===== config.mk =====
export PLATFORM = sky130hd
export DESIGN_NAME = serial_xs3_bcd_conv
export DESIGN_NICKNAME = d
export VERILOG_FILES = /design/src/rtl/serial_conv_pkg.sv /design/src/rtl/serial_nibble_adder.sv /design/src/rtl/serial_xs3_bcd_conv.sv
export SDC_FILE = /design/constraint.sdc
export NUM_CORES = 1
export LEC_CHECK = 0
export BUFFER_PORTS_ARGS = -buffer_cell sky130_fd_sc_hd__buf_4
export CAP_MARGIN = 30
export CORE_MARGIN = 5
export CORE_UTILIZATION = 55
export CTS_CLUSTER_DIAMETER = 80
export DETAILED_ROUTE_END_ITERATION = 16
export GPL_TIMING_DRIVEN = 1
export PLACE_DENSITY_LB_ADDON = 0.2
export REMOVE_ABC_BUFFERS = 1
export SLEW_MARGIN = 10
export SYNTH_ARGS = -nofsm -noshare
export SYNTH_HDL_FRONTEND = slang
export SYNTH_HIERARCHICAL = 1
export SYNTH_SLANG_ARGS = --single-unit

===== constraint.sdc =====
create_clock -name Clk -period 3.99 [get_ports Clk]
set_input_delay 0.399 -clock Clk [delete_from_list [all_inputs] [get_ports Clk]]
set_output_delay 0.399 -clock Clk [all_outputs]
set_load 0.01 [all_outputs]

===== src/rtl/serial_conv_pkg.sv =====
// Shared types and constants for the bit-serial Excess-3 / BCD converter.
//   state_e       : frame FSM states (IDLE, RUN)
//   K_SUB3/K_ADD3 : per-digit addend, applied LSB first
//   XS3_MIN/MAX, BCD_MAX : legal input code ranges for the optional code check
//   code_invalid(): true when a raw input digit is not a legal code for the mode
package serial_conv_pkg;

  typedef enum logic {
    IDLE = 1'b0,
    RUN  = 1'b1
  } state_e;

  localparam logic [3:0] K_SUB3  = 4'b1101;  // -3 mod 16
  localparam logic [3:0] K_ADD3  = 4'b0011;
  localparam logic [3:0] XS3_MIN = 4'd3;
  localparam logic [3:0] XS3_MAX = 4'd12;
  localparam logic [3:0] BCD_MAX = 4'd9;

  function automatic logic code_invalid(input logic mode_add3, input logic [3:0] nib);
    if (mode_add3) return (nib > BCD_MAX);
    return (nib < XS3_MIN) || (nib > XS3_MAX);
  endfunction

endpackage


===== src/rtl/serial_nibble_adder.sv =====
// One-bit serial adder with its carry flop.
//   clk, rst_n : clock, async active-low reset
//   en         : a bit is consumed this cycle
//   x, k       : data bit and constant bit
//   restart    : treat the incoming carry as 0 (first bit of a frame)
//   last       : last bit of a digit; carry-out is dropped
//   z          : sum bit (combinational)
module serial_nibble_adder
  import serial_conv_pkg::*;
(
  input  logic clk,
  input  logic rst_n,
  input  logic en,
  input  logic x,
  input  logic k,
  input  logic restart,
  input  logic last,
  output logic z
);

  logic carry_q, carry_d;
  logic cin;

  always_comb begin
    cin     = restart ? 1'b0 : carry_q;
    z       = x ^ k ^ cin;
    carry_d = carry_q;
    if (en) carry_d = last ? 1'b0 : ((x & k) | (x & cin) | (k & cin));
  end

  always_ff @(posedge clk or negedge rst_n) begin
    if (!rst_n) carry_q <= 1'b0;
    else        carry_q <= carry_d;
  end

endmodule


===== src/rtl/serial_xs3_bcd_conv.sv =====
// Bit-serial, LSB-first Excess-3 <-> BCD converter with parallel frame assembly.
//   Clk, Rst  : clock, async active-low reset
//   X, En, Sof: serial input bit, bit valid, start of frame (qualified by En)
//   Z, Zv     : converted bit (Mealy) and its valid
//   DigitDone, FrameDone : registered pulses after the last bit of a digit / frame
//   Dout      : assembled frame, first digit in Dout[3:0]
//   Err, FrameErr : invalid-code pulse and sticky flag, only with XS3_ERR_CHECK_EN defined
// MODE 0 subtracts 3 per digit, MODE 1 adds 3.
//
// state | meaning
// IDLE  | waiting for En && Sof
// RUN   | inside a frame, converting each accepted bit
module serial_xs3_bcd_conv
  import serial_conv_pkg::*;
#(
  parameter int NUM_DIGITS = 4,
  parameter int MODE       = 0
) (
  input  logic                    Clk,
  input  logic                    Rst,
  input  logic                    X,
  input  logic                    En,
  input  logic                    Sof,
  output logic                    Z,
  output logic                    Zv,
  output logic                    DigitDone,
  output logic                    FrameDone,
  output logic [4*NUM_DIGITS-1:0] Dout
`ifdef XS3_ERR_CHECK_EN
  ,
  output logic                    Err,
  output logic                    FrameErr
`endif
);

  localparam int DW = (NUM_DIGITS > 1) ? $clog2(NUM_DIGITS) : 1;
  localparam logic [DW-1:0] LAST_DIG = DW'(NUM_DIGITS - 1);
  localparam logic [3:0] K_CONST = (MODE == 0) ? K_SUB3 : K_ADD3;

  state_e                  state_q, state_d;
  logic [1:0]              bit_cnt_q, bit_cnt_d;
  logic [DW-1:0]           dig_cnt_q, dig_cnt_d;
  logic [4*NUM_DIGITS-1:0] dout_q, dout_d;
  logic                    digit_done_q, digit_done_d;
  logic                    frame_done_q, frame_done_d;

  logic          start, accept, digit_last, frame_last, z_raw;
  logic [1:0]    bit_idx;
  logic [DW-1:0] dig_idx;

  // Sof restarts the frame whatever the state, so the indices of the bit
  // being accepted come from the counters only when no Sof is present.
  always_comb begin
    start      = En && Sof;
    accept     = Rst && En && ((state_q == RUN) || Sof);
    bit_idx    = start ? 2'd0 : bit_cnt_q;
    dig_idx    = start ? '0 : dig_cnt_q;
    digit_last = (bit_idx == 2'd3);
    frame_last = digit_last && (dig_idx == LAST_DIG);
  end

  serial_nibble_adder u_adder (
    .clk     (Clk),
    .rst_n   (Rst),
    .en      (accept),
    .x       (X),
    .k       (K_CONST[bit_idx]),
    .restart (start),
    .last    (digit_last),
    .z       (z_raw)
  );

  always_comb begin
    state_d      = state_q;
    bit_cnt_d    = bit_cnt_q;
    dig_cnt_d    = dig_cnt_q;
    dout_d       = dout_q;
    digit_done_d = 1'b0;
    frame_done_d = 1'b0;
    if (accept) begin
      for (int d = 0; d < NUM_DIGITS; d++) begin
        for (int b = 0; b < 4; b++) begin
          if ((dig_idx == DW'(d)) && (bit_idx == 2'(b))) dout_d[4*d+b] = z_raw;
        end
      end
      digit_done_d = digit_last;
      frame_done_d = frame_last;
      if (frame_last) begin
        state_d   = IDLE;
        bit_cnt_d = 2'd0;
        dig_cnt_d = '0;
      end else begin
        state_d   = RUN;
        bit_cnt_d = bit_idx + 2'd1;
        dig_cnt_d = digit_last ? dig_idx + DW'(1) : dig_idx;
      end
    end
  end

  always_ff @(posedge Clk or negedge Rst) begin
    if (!Rst) begin
      state_q      <= IDLE;
      bit_cnt_q    <= 2'd0;
      dig_cnt_q    <= '0;
      dout_q       <= '0;
      digit_done_q <= 1'b0;
      frame_done_q <= 1'b0;
    end else begin
      state_q      <= state_d;
      bit_cnt_q    <= bit_cnt_d;
      dig_cnt_q    <= dig_cnt_d;
      dout_q       <= dout_d;
      digit_done_q <= digit_done_d;
      frame_done_q <= frame_done_d;
    end
  end

  assign Z         = accept & z_raw;
  assign Zv        = accept;
  assign DigitDone = digit_done_q;
  assign FrameDone = frame_done_q;
  assign Dout      = dout_q;

`ifdef XS3_ERR_CHECK_EN
  logic [3:0] shadow_q, shadow_d;
  logic       err_q, err_d;
  logic       frame_err_q, frame_err_d;

  // The code check looks at shadow_d so the fourth raw bit (still on X)
  // is included in the same cycle the digit completes.
  always_comb begin
    shadow_d = shadow_q;
    if (accept) shadow_d[bit_idx] = X;
    err_d       = accept && digit_last && code_invalid(MODE == 1, shadow_d);
    frame_err_d = frame_err_q;
    if (start) frame_err_d = 1'b0;
    if (err_d) frame_err_d = 1'b1;
  end

  always_ff @(posedge Clk or negedge Rst) begin
    if (!Rst) begin
      shadow_q    <= 4'd0;
      err_q       <= 1'b0;
      frame_err_q <= 1'b0;
    end else begin
      shadow_q    <= shadow_d;
      err_q       <= err_d;
      frame_err_q <= frame_err_d;
    end
  end

  assign Err      = err_q;
  assign FrameErr = frame_err_q;
`endif

endmodule


==> results_dict.tcl, run 1 <==
set metrics [dict create \
    min_from "Sof" \
    ff2ff_path_depth 8 \
    cp_common_cell "inv_1" \
    dp_hpwl_um 1690 \
    syn_inst 103 \
    pin_count 25 \
    areaGrowthSynthToFinish_pct 17.1 \
    path_clk_slew_ns 0.12 \
    grt_pass1_wl_um 3880 \
    powerDensity_nw_per_um2 599 \
    r2r-start "bit_cnt_q[0]$_DFFE_PN0P_" \
    yosys_warnings 6 \
    rows 17 \
    min_to "dig_cnt_q[0]$_DFFE_PN0P_" \
    die_w_um 57.6 \
    final.setup_skew_ns 0.00472 \
    h-tree-depth 1 \
    antenna_found_initial 0 \
    ctsResizeCount 0 \
    path_class "flip-flop to output pin" \
    place.port_buffers 24 \
    critPathRequiredTime_ns 3.59 \
    num_antenna_cells 0 \
    vias 830 \
    cts_buffers 3 \
    grt_setup_unrepaired "no" \
    crit_chain "nand2_1 -> inv_1 -> ha_1 -> inv_1 -> inv_1 -> fa_1 -> inv_1 -> and2_1 -> buf_4" \
    holdPathStages 4 \
    yosysMostFrequentCell "dfrtp_1" \
    p_leak_nw 0.739 \
    n_fill_cell 176 \
    placed_cells 150 \
    fin_hold_ws_ns 0.478 \
    r2r_setup_slack_ns 1.82 \
    regArea_um2 601 \
    finalSetupViolCount 0 \
    cpMaxStageDelayCell "fa_1" \
    gp_congestion 0.839 \
    yosys.area.top_type "dfrtp_1" \
    clock_sinks 24 \
    synthFlopType "dfrtp_1" \
    startpoint_type "flip-flop" \
    synth_edf_count 0 \
    final_cells 154 \
    clock_latency_ns 0.30 \
    rr_endpoint "Dout[12]$_DFFE_PN0P_" \
    antenna_left 0 \
    fmax_mhz 358 \
    ys_ff_latch 24 \
    synth_common_cells "24 x dfrtp_1, 13 x mux2_2, 10 x inv_1" \
    grt-ovfl-total 0 \
    cts_tree "yes" \
    min_path_type "input pin to flip-flop" \
    drt_wl_total_um 2360 \
    hold_viol_final 0 \
    die_area_um2 3310 \
    wl_per_cell_um 15.3 \
    async_flop_share_pct 100 \
    cp-end-kind "output pin" \
    drcViolationCount 0 \
    yosysTopAreaCellShare_pct 48.3 \
    crit_fanout 17 \
    cp_slowest_stage_delay_ns 0.44 \
    finalSetupTns_ns 0 \
    synth_area_um2 1240 \
    relSlewSlack_pct 71.0 \
    drv_slew 0 \
    initial_core_util_pct 56.8 \
    viasPerCell 5.39 \
    cts_root_buf "clkbuf_4" \
    clk_path_buf_depth 2 \
    drt_first_iter_violations 11 \
    grt_pass1_vias 859 \
    grt_max_degree 26 \
    synth_area_leaders "dfrtp_1 48%, mux2_2 12%, ha_1 6.0%" \
    worst-slew-pin-transition_ns 0.435 \
    die_y_um 57.6 \
    coreArea_um2 2190 \
    drive_above_1_share_pct 38.1 \
    worstPathArrival_ns 2.39 \
    synthDistinctLibCells 30 \
    syn_avg_cell_area_um2 12.1 \
    grt_usage_pct 15.1 \
    layout_min_cycle_time_ns 2.79 \
    finalCritPeriodShare_pct 70.0 \
    drtPass1Iterations 5 \
    nNetsFinal 140 \
    vdd_ir_drop_max_v 0.000350 \
    outcome "complete, no violations" \
    cap_violations 0 \
    synth-seq-area-share_pct 48.3 \
    multi_input_area_um2 567 \
]
## sequential cells by signal (all words and copies together), names as in the netlist
name,count
u_adder/carry_q,1
FrameDone,1
dig_cnt_q,2
bit_cnt_q,2
DigitDone,1
state_q,1
Dout,16
## area by class of cell
class | instances | share of cell area, %
tap | 28 | 2.41
multi-input combinational | 63 | 38.9
inverter | 11 | 2.84
sequential | 24 | 41.2
timing repair buffer | 25 | 13.1
clock buffer | 3 | 1.55
## layer usage
layer | track usage [%] | wire (um) | up-vias
met3 | 2.71 | 103 | 4
met5 | 0 | 0 | -
met4 | 6.62 | 16 | 0
met2 | 24.5 | 1150 | 18
li1 | - | - | 400
met1 | 19.6 | 1090 | 408
## power breakdown
part	total [W]	switching (W)	internal (W)	leakage, nW
clock network	0.0000995	0.0000643	0.0000352	0.0138
registers	0.000383	0.0000589	0.000324	0.308
logic	0.000390	0.000201	0.000190	0.417
total	0.000873	0.000324	0.000549	0.739
## critical path, delay by kind of cell, from the launching register on
family                     cells  cell delay [ns]
adders and majority gates      2             0.69
buffers and inverters          5             0.68
DFF                            1             0.40
and+or+nand+nor                2             0.30
## cells in the final DEF, fill, tap and decap left out, types with 2 or more instances in the layout
cell type and n:
dfrtp_1 24, buf_4 24, mux2_2 13, inv_1 10
nand3_1 8, ha_1 6, nand2_1 4, nor2_1 3
a21oi_1 3, nor4_1 3, nand4_1 3, mux2_1 3
clkbuf_4 3, and2_1 2, nand2b_1 2, mux2_4 2
## worst max path at each step
stage                                         from  end  slack [ns]  depth (start not counted)
after floorplan                                Sof    Z        1.73                          9
after global placement                         Sof    Z        1.33                         11
after detailed placement                       Sof    Z        1.25                         11
after CTS                 bit_cnt_q[0]$_DFFE_PN0P_    Z        1.17                          9
after global routing      bit_cnt_q[0]$_DFFE_PN0P_    Z        0.94                          9
final                     bit_cnt_q[0]$_DFFE_PN0P_    Z        1.20                          9
## metrics by stage
step | worst slack [ns] | instance area (um2) | util, % | total power [W]
CTS | 1.17 | 1460 | 66.5 | 0.000886
finish | 1.20 | 1460 | 66.5 | 0.000873
floorplan | 1.73 | 1210 | - | 0.000608
global placement | 1.33 | 1420 | 65.0 | 0.000768
global route | 0.942 | 1460 | 66.5 | 0.000941
detailed placement | 1.25 | 1420 | 65.0 | 0.000780
## cell families (layout without fill, tap and decap cells)
| group | count (synthesis) | after routing | synth area share (%) |
|---|---|---|---|
| muxes | 18 | 18 | 16.9 |
| and+or+nand+nor | 28 | 28 | 13.9 |
| buffers and inverters | 16 | 39 | 6.14 |
| adders and majority gates | 7 | 7 | 7.65 |
| DFF | 24 | 24 | 48.3 |
| AOI/OAI and AO/OA | 10 | 10 | 7.14 |
## what timing repair did
| action | CTS | global route |
|---|---|---|
| hold buffers | 1 | 0 |
| buffers inserted | 0 | 0 |
| endpoints found under the hold margin | 24 | 0 |
No activity file was read; power rests on OpenSTA's default activity.
==> run 2: changes to the inputs <==
Settings changed: ABC_AREA set to 1, CORE_UTILIZATION 55 to 49.
Clock period 3.99 ns to 2.3 ns, I/O delays scaled along.
==> run 2 against run 1 <==
Clock skew rose by 0.0089 ns. Final cell count up 52%. Global-route usage increased by 1.5 points. Sequential power grew 61%. Register-to-register slack got worse by 1.4 ns. Count of clock-buffer cells in the layout is the same. Critical path type unchanged. Critical endpoint unchanged. Largest cell class is now multi-input gates. Largest power group unchanged.
==> results_dict.tcl, run 2 <==
set metrics [dict create \
    pin_count 25 \
    syn_inst 176 \
    vdd_ir_drop_max_v 0.000662 \
    finalSetupViolCount 0 \
    rows 19 \
    path_clk_slew_ns 0.12 \
    clk_path_buf_depth 2 \
    synthAdderAreaFrac_pct 6.95 \
    fmax_mhz 452 \
    synthDistinctLibCells 19 \
    cp_common_cell "inv_1" \
    cpMaxStageDelayCell "fa_1" \
    vias 1152 \
    grt_pass1_vias 1179 \
    outcome "complete, no violations" \
    critPathRequiredTime_ns 2.07 \
    clock_sinks 24 \
    clock_latency_ns 0.31 \
    drtPass1Iterations 4 \
    final_cell_mix "43 x nand2_1, 31 x inv_1, 30 x buf_4" \
    worst-slew-pin-transition_ns 0.469 \
    holdPathStages 4 \
    layout_min_cycle_time_ns 2.21 \
    coreArea_um2 2710 \
    fin_area_um2 1670 \
    p_leak_nw 0.896 \
    synth_area_leaders "dfrtp_1 44%, nand2_1 12%, inv_1 8.8%" \
    synth_top_family_by_area "simple AND/OR/NAND/NOR gates" \
    cp_num_buf_inv 7 \
    drt_first_iter_violations 74 \
    cts_tree "yes" \
    crit_chain "inv_1 -> nor2_2 -> inv_1 -> ha_2 -> inv_2 -> inv_1 -> fa_1 -> inv_1 -> inv_1 -> nor2_1 -> buf_4" \
    cap_violations 0 \
    placed_area_um2 1580 \
    syn_avg_cell_area_um2 7.78 \
    nNetsFinal 216 \
    place.port_buffers 24 \
    ys_ff_latch 24 \
    die_area_um2 3950 \
    synth_common_cells "43 x nand2_1, 32 x inv_1, 24 x dfrtp_1" \
    relSlewSlack_pct 68.7 \
    drive_above_1_share_pct 22.2 \
    layout_setup_ws_ns 0.0897 \
    synth_area_um2 1370 \
    grt_pass1_wl_um 5400 \
    grt_max_degree 26 \
    areaGrowthSynthToFinish_pct 21.7 \
    synthFlopType "dfrtp_1" \
    yosysMostFrequentCell "nand2_1" \
    drcViolationCount 0 \
    viasPerCell 4.92 \
    drt_wl_total_um 2910 \
    yosys_warnings 6 \
    synth_mux_area_share_pct 0 \
    async_flop_share_pct 100 \
    cp_top_family "adder cells" \
    cp-end-kind "output pin" \
    startpoint_type "flip-flop" \
    yosys.area.top_type "dfrtp_1" \
    gp_congestion 0.846 \
    synth-seq-area-share_pct 43.9 \
    worstPathArrival_ns 1.98 \
    r2r_setup_slack_ns 0.42 \
    drv_slew 0 \
    final_common_cell "nand2_1" \
    final.setup_skew_ns 0.0136 \
    ff2ff_path_depth 11 \
    dpl_worst_slack_ns 0.178 \
    synth_xor_xnor_area_share_pct 0 \
    r2r-start "bit_cnt_q[1]$_DFFE_PN0P_" \
    initial_core_util_pct 50.5 \
    powerDensity_nw_per_um2 922 \
    min_path_type "input pin to flip-flop" \
    num_antenna_cells 0 \
    die_w_um 62.9 \
    path_class "flip-flop to output pin" \
    yosysTopAreaCellShare_pct 43.9 \
    largest_reg_flops 16 \
    synthSimpleGateAreaFrac_pct 29.3 \
    h-tree-depth 1 \
    grt-ovfl-total 0 \
    grt_usage_pct 16.6 \
    cts_root_buf "clkbuf_4" \
    hold_viol_final 0 \
    antenna_found_initial 0 \
    dp_hpwl_um 2110 \
    synth_compound_area_share_pct 7.95 \
    min_to "dig_cnt_q[0]$_DFFE_PN0P_" \
    cp_slowest_stage_delay_ns 0.50 \
    wl_per_cell_um 12.4 \
    finalCritPeriodShare_pct 96.1 \
    antenna_left 0 \
    rr_endpoint "Dout[5]$_DFFE_PN0P_" \
    crit_fanout 3 \
    die_y_um 62.9 \
    cts_buffers 3 \
    min_from "Sof" \
    synth_edf_count 0 \
]
## run 2: cell types whose count changed after synthesis, sizes merged, moves of 3 or more
| cell | previous run | this run |
|---|---|---|
| nand4 | 4 | 8 |
| mux2 | 18 | 0 |
| inv | 11 | 32 |
| nand2 | 4 | 44 |
| nand3 | 8 | 23 |
| nor4 | 3 | 0 |
| nor2 | 3 | 13 |
| o21ai | 1 | 8 |
| o21bai | 0 | 8 |
## run 2: kinds of logic (layout without fill, tap and decap cells)
logic type,count (synthesis),in the layout
fa+ha+maj,7,7
flops,24,24
compound gates,17,17
buf+inv,40,67
simple gates,88,88
## run 2: how the worst max path moves through the flow
stage                     to                     start  cells past startpoint
after floorplan            Z                       Sof                     11
after global placement     Z                       Sof                     13
after detailed placement   Z                       Sof                     13
after CTS                  Z  bit_cnt_q[1]$_DFFE_PN0P_                     11
after global routing       Z  bit_cnt_q[1]$_DFFE_PN0P_                     11
final                      Z  bit_cnt_q[1]$_DFFE_PN0P_                     11
## run 2: worst register-to-register path, stage by stage (launching register included)
cell and delay, ns:
dfrtp_1 0.34, inv_1 0.06, nor2_2 0.11, inv_1 0.08
ha_2 0.18, inv_2 0.08, inv_1 0.06, fa_1 0.50
inv_1 0.05, buf_4 0.18, nand3_1 0.10, nand2_1 0.06
## run 2: metrics by stage
| step | utilization [%] | std cells | hold WS [ns] | power (W) | TNS (ns) |
|---|---|---|---|---|---|
| after floorplan | - | 168 | -0.0656 | 0.000953 | -0.209 |
| after global placement | 58.4 | 228 | 0.145 | 0.00122 | 0 |
| after detailed placement | 58.4 | 228 | 0.154 | 0.00123 | 0 |
| after CTS | 60.8 | 233 | 0.269 | 0.00155 | 0 |
| after global routing | 61.4 | 234 | 0.291 | 0.00167 | -0.0362 |
| final | 61.4 | 234 | 0.277 | 0.00154 | 0 |
## run 2: area by class of cell
| type | instances | area (um2) |
|---|---|---|
| clock buffer | 3 | 22.5 |
| tap | 31 | 38.8 |
| timing repair buffer | 31 | 235 |
| inverter | 32 | 120 |
| fill | 243 | 1040 |
| clock inverter | 1 | 30.0 |
| multi-input combinational | 112 | 618 |
| sequential | 24 | 601 |
## run 2: what timing repair did
| item | 4_1_cts | 5_1_grt |
|---|---|---|
| endpoints found under the hold margin | 24 | 0 |
| endpoints found under the setup margin | 1 | 1 |
| setup buffers | 0 | 1 |
| resized for setup | 2 | 3 |
| hold buffers | 1 | 0 |
| pin swaps | 0 | 2 |
## run 2: per-layer routing
metal  global-route usage, %  share of wire [%]  vias to the layer above
met5                       0                  0                        -
met1                    23.8                 48                      520
li1                        -                  -                      606
met2                    25.4                 48                       24
met4                    6.37               0.69                        0
met3                    2.34                3.5                        2
## run 2: report_power, final
| part | switching, W | internal (W) | total (W) |
|---|---|---|---|
| logic | 0.000340 | 0.000276 | 0.000616 |
| registers | 0.0000791 | 0.000536 | 0.000615 |
| clock network | 0.000128 | 0.000176 | 0.000304 |
| total | 0.000546 | 0.000989 | 0.00154 |
==> run 3: changes to the inputs <==
Settings changed: ABC_AREA 1 to unset, CORE_UTILIZATION 49 to 48.
==> run 3 against run 2 <==
Hold slack improved by 0.018 ns. Combinational power grew 26%. Register-to-register slack lost 0.05 ns. Clock power shrank 26%. Critical endpoint unchanged. Largest cell class is now sequential cells. Largest power group unchanged.
==> results_dict.tcl, run 3 (synthesis results as in run 1) <==
set metrics [dict create \
    cp_slowest_stage_delay_ns 0.49 \
    dp_hpwl_um 1710 \
    cap_violations 0 \
    path_class "flip-flop to output pin" \
    nNetsFinal 145 \
    final_cell_mix "28 x buf_4, 24 x dfrtp_1, 13 x mux2_2" \
    coreArea_um2 2480 \
    worst-slew-pin-transition_ns 0.371 \
    grt_usage_pct 15.6 \
    crit_chain "nand2_2 -> inv_2 -> ha_4 -> inv_2 -> inv_1 -> fa_1 -> inv_2 -> and2_1 -> buf_4" \
    grt_pass1_vias 900 \
    antenna_left 0 \
    placed_area_um2 1460 \
    finalSetupViolCount 0 \
    viasPerCell 5.31 \
    min_to "dig_cnt_q[0]$_DFFE_PN0P_" \
    r2r_setup_slack_ns 0.37 \
    min_from "Sof" \
    grt_max_degree 25 \
    largest_reg_flops 16 \
    cp_common_cell "inv_2" \
    hold_viol_final 0 \
    startpoint_type "flip-flop" \
    rows 18 \
    holdPathStages 4 \
    vias 861 \
    crit_fanout 4 \
    critPathRequiredTime_ns 2.07 \
    clock_latency_ns 0.32 \
    outcome "complete, no violations" \
    die_y_um 60.9 \
    grt-ovfl-total 0 \
    cpMaxStageDelayCell "fa_1" \
    drv_slew 0 \
    grt_setup_unrepaired "no" \
    areaGrowthSynthToFinish_pct 23.6 \
    place.port_buffers 24 \
    wl_per_cell_um 15.0 \
    finalCritPeriodShare_pct 97.2 \
    cts_buffers 3 \
    r2r-start "bit_cnt_q[0]$_DFFE_PN0P_" \
    h-tree-depth 1 \
    cts_root_buf "clkbuf_4" \
    drt_wl_total_um 2430 \
    antenna_found_initial 0 \
    finalSetupTns_ns 0 \
    layout_min_cycle_time_ns 2.24 \
    fin_hold_ws_ns 0.295 \
    powerDensity_nw_per_um2 1080 \
    grt_pass1_wl_um 4260 \
    vdd_ir_drop_max_v 0.000684 \
    cp-end-kind "output pin" \
    die_w_um 60.9 \
    drtPass1Iterations 4 \
    worstPathArrival_ns 2.01 \
    initial_core_util_pct 50.2 \
    pin_count 25 \
    p_leak_nw 0.773 \
    cts_tree "yes" \
    clk_path_buf_depth 2 \
    final_common_cell "buf_4" \
    fmax_mhz 447 \
    num_antenna_cells 0 \
    drive_above_1_share_pct 44.7 \
    gp_congestion 0.783 \
    ff2ff_path_depth 9 \
    drt_first_iter_violations 22 \
    die_area_um2 3710 \
    drcViolationCount 0 \
    fin_area_um2 1540 \
    min_path_type "input pin to flip-flop" \
    final.setup_skew_ns 0.00456 \
    clock_sinks 24 \
    path_clk_slew_ns 0.13 \
    relSlewSlack_pct 75.2 \
    rr_endpoint "Dout[12]$_DFFE_PN0P_" \
]
## run 3: where the power goes
| group | internal (W) | leakage (nW) | switching (W) | total (W) |
|---|---|---|---|---|
| logic | 0.000406 | 0.444 | 0.000367 | 0.000774 |
| registers | 0.000563 | 0.308 | 0.000103 | 0.000666 |
| clock network | 0.0000968 | 0.0210 | 0.000129 | 0.000226 |
| total | 0.00107 | 0.773 | 0.000600 | 0.00167 |
## run 3: worst max-delay path: cells and delay by family, from the launching register on
family | cells | cell delay (ns)
buffers and inverters | 5 | 0.36
flip-flops | 1 | 0.42
adder cells (fa/ha/maj) | 2 | 0.66
AND/OR/NAND/NOR | 2 | 0.24
## run 3: how the worst max path moves through the flow
| stage | cells after the start | slack, ns | start | end |
|---|---|---|---|---|
| after floorplan | 8 | 0.32 | bit_cnt_q[0]$_DFFE_PN0P_ | Z |
| after global placement | 11 | 0.15 | Sof | Dout[13]$_DFFE_PN0P_ |
| after detailed placement | 11 | 0.05 | Sof | Dout[12]$_DFFE_PN0P_ |
| after CTS | 9 | 0.03 | bit_cnt_q[0]$_DFFE_PN0P_ | Z |
| after global routing | 9 | 0.0002 | bit_cnt_q[0]$_DFFE_PN0P_ | Z |
| final | 9 | 0.06 | bit_cnt_q[0]$_DFFE_PN0P_ | Z |
## run 3: stage by stage
stage                     setup WS (ns)  util, %  std cells  power [W]
final                            0.0645     62.1        162    0.00167
after global routing           0.000219     62.1        162    0.00180
after CTS                        0.0258     61.5        160    0.00167
after detailed placement         0.0544     59.0        155    0.00142
after global placement            0.146     59.0        155    0.00141
after floorplan                   0.321        -         98    0.00105
## run 3: final cells by class
type | instances | area (um2)
Sequential cell | 24 | 601
Fill cell | 222 | 940
Clock buffer | 4 | 36.3
Inverter | 11 | 41.3
Timing Repair Buffer | 30 | 240
Tap cell | 30 | 37.5
Multi-Input combinational cell | 63 | 582
## run 3: layer usage
metal | global-route usage [%] | vias to the layer above | routed length [um]
met3 | 2.98 | 5 | 114
met4 | 6.50 | 0 | 41
met1 | 21.3 | 421 | 1150
li1 | - | 414 | -
met2 | 24.3 | 21 | 1130
met5 | 0 | - | 0
## run 3: what timing repair did
action | in CTS | in global routing
setup endpoints to repair | 1 | 1
resized for setup | 5 | 1
hold buffers | 1 | 0
pin swaps | 1 | 1
setup buffers | 0 | 2
hold endpoints to repair | 24 | 0
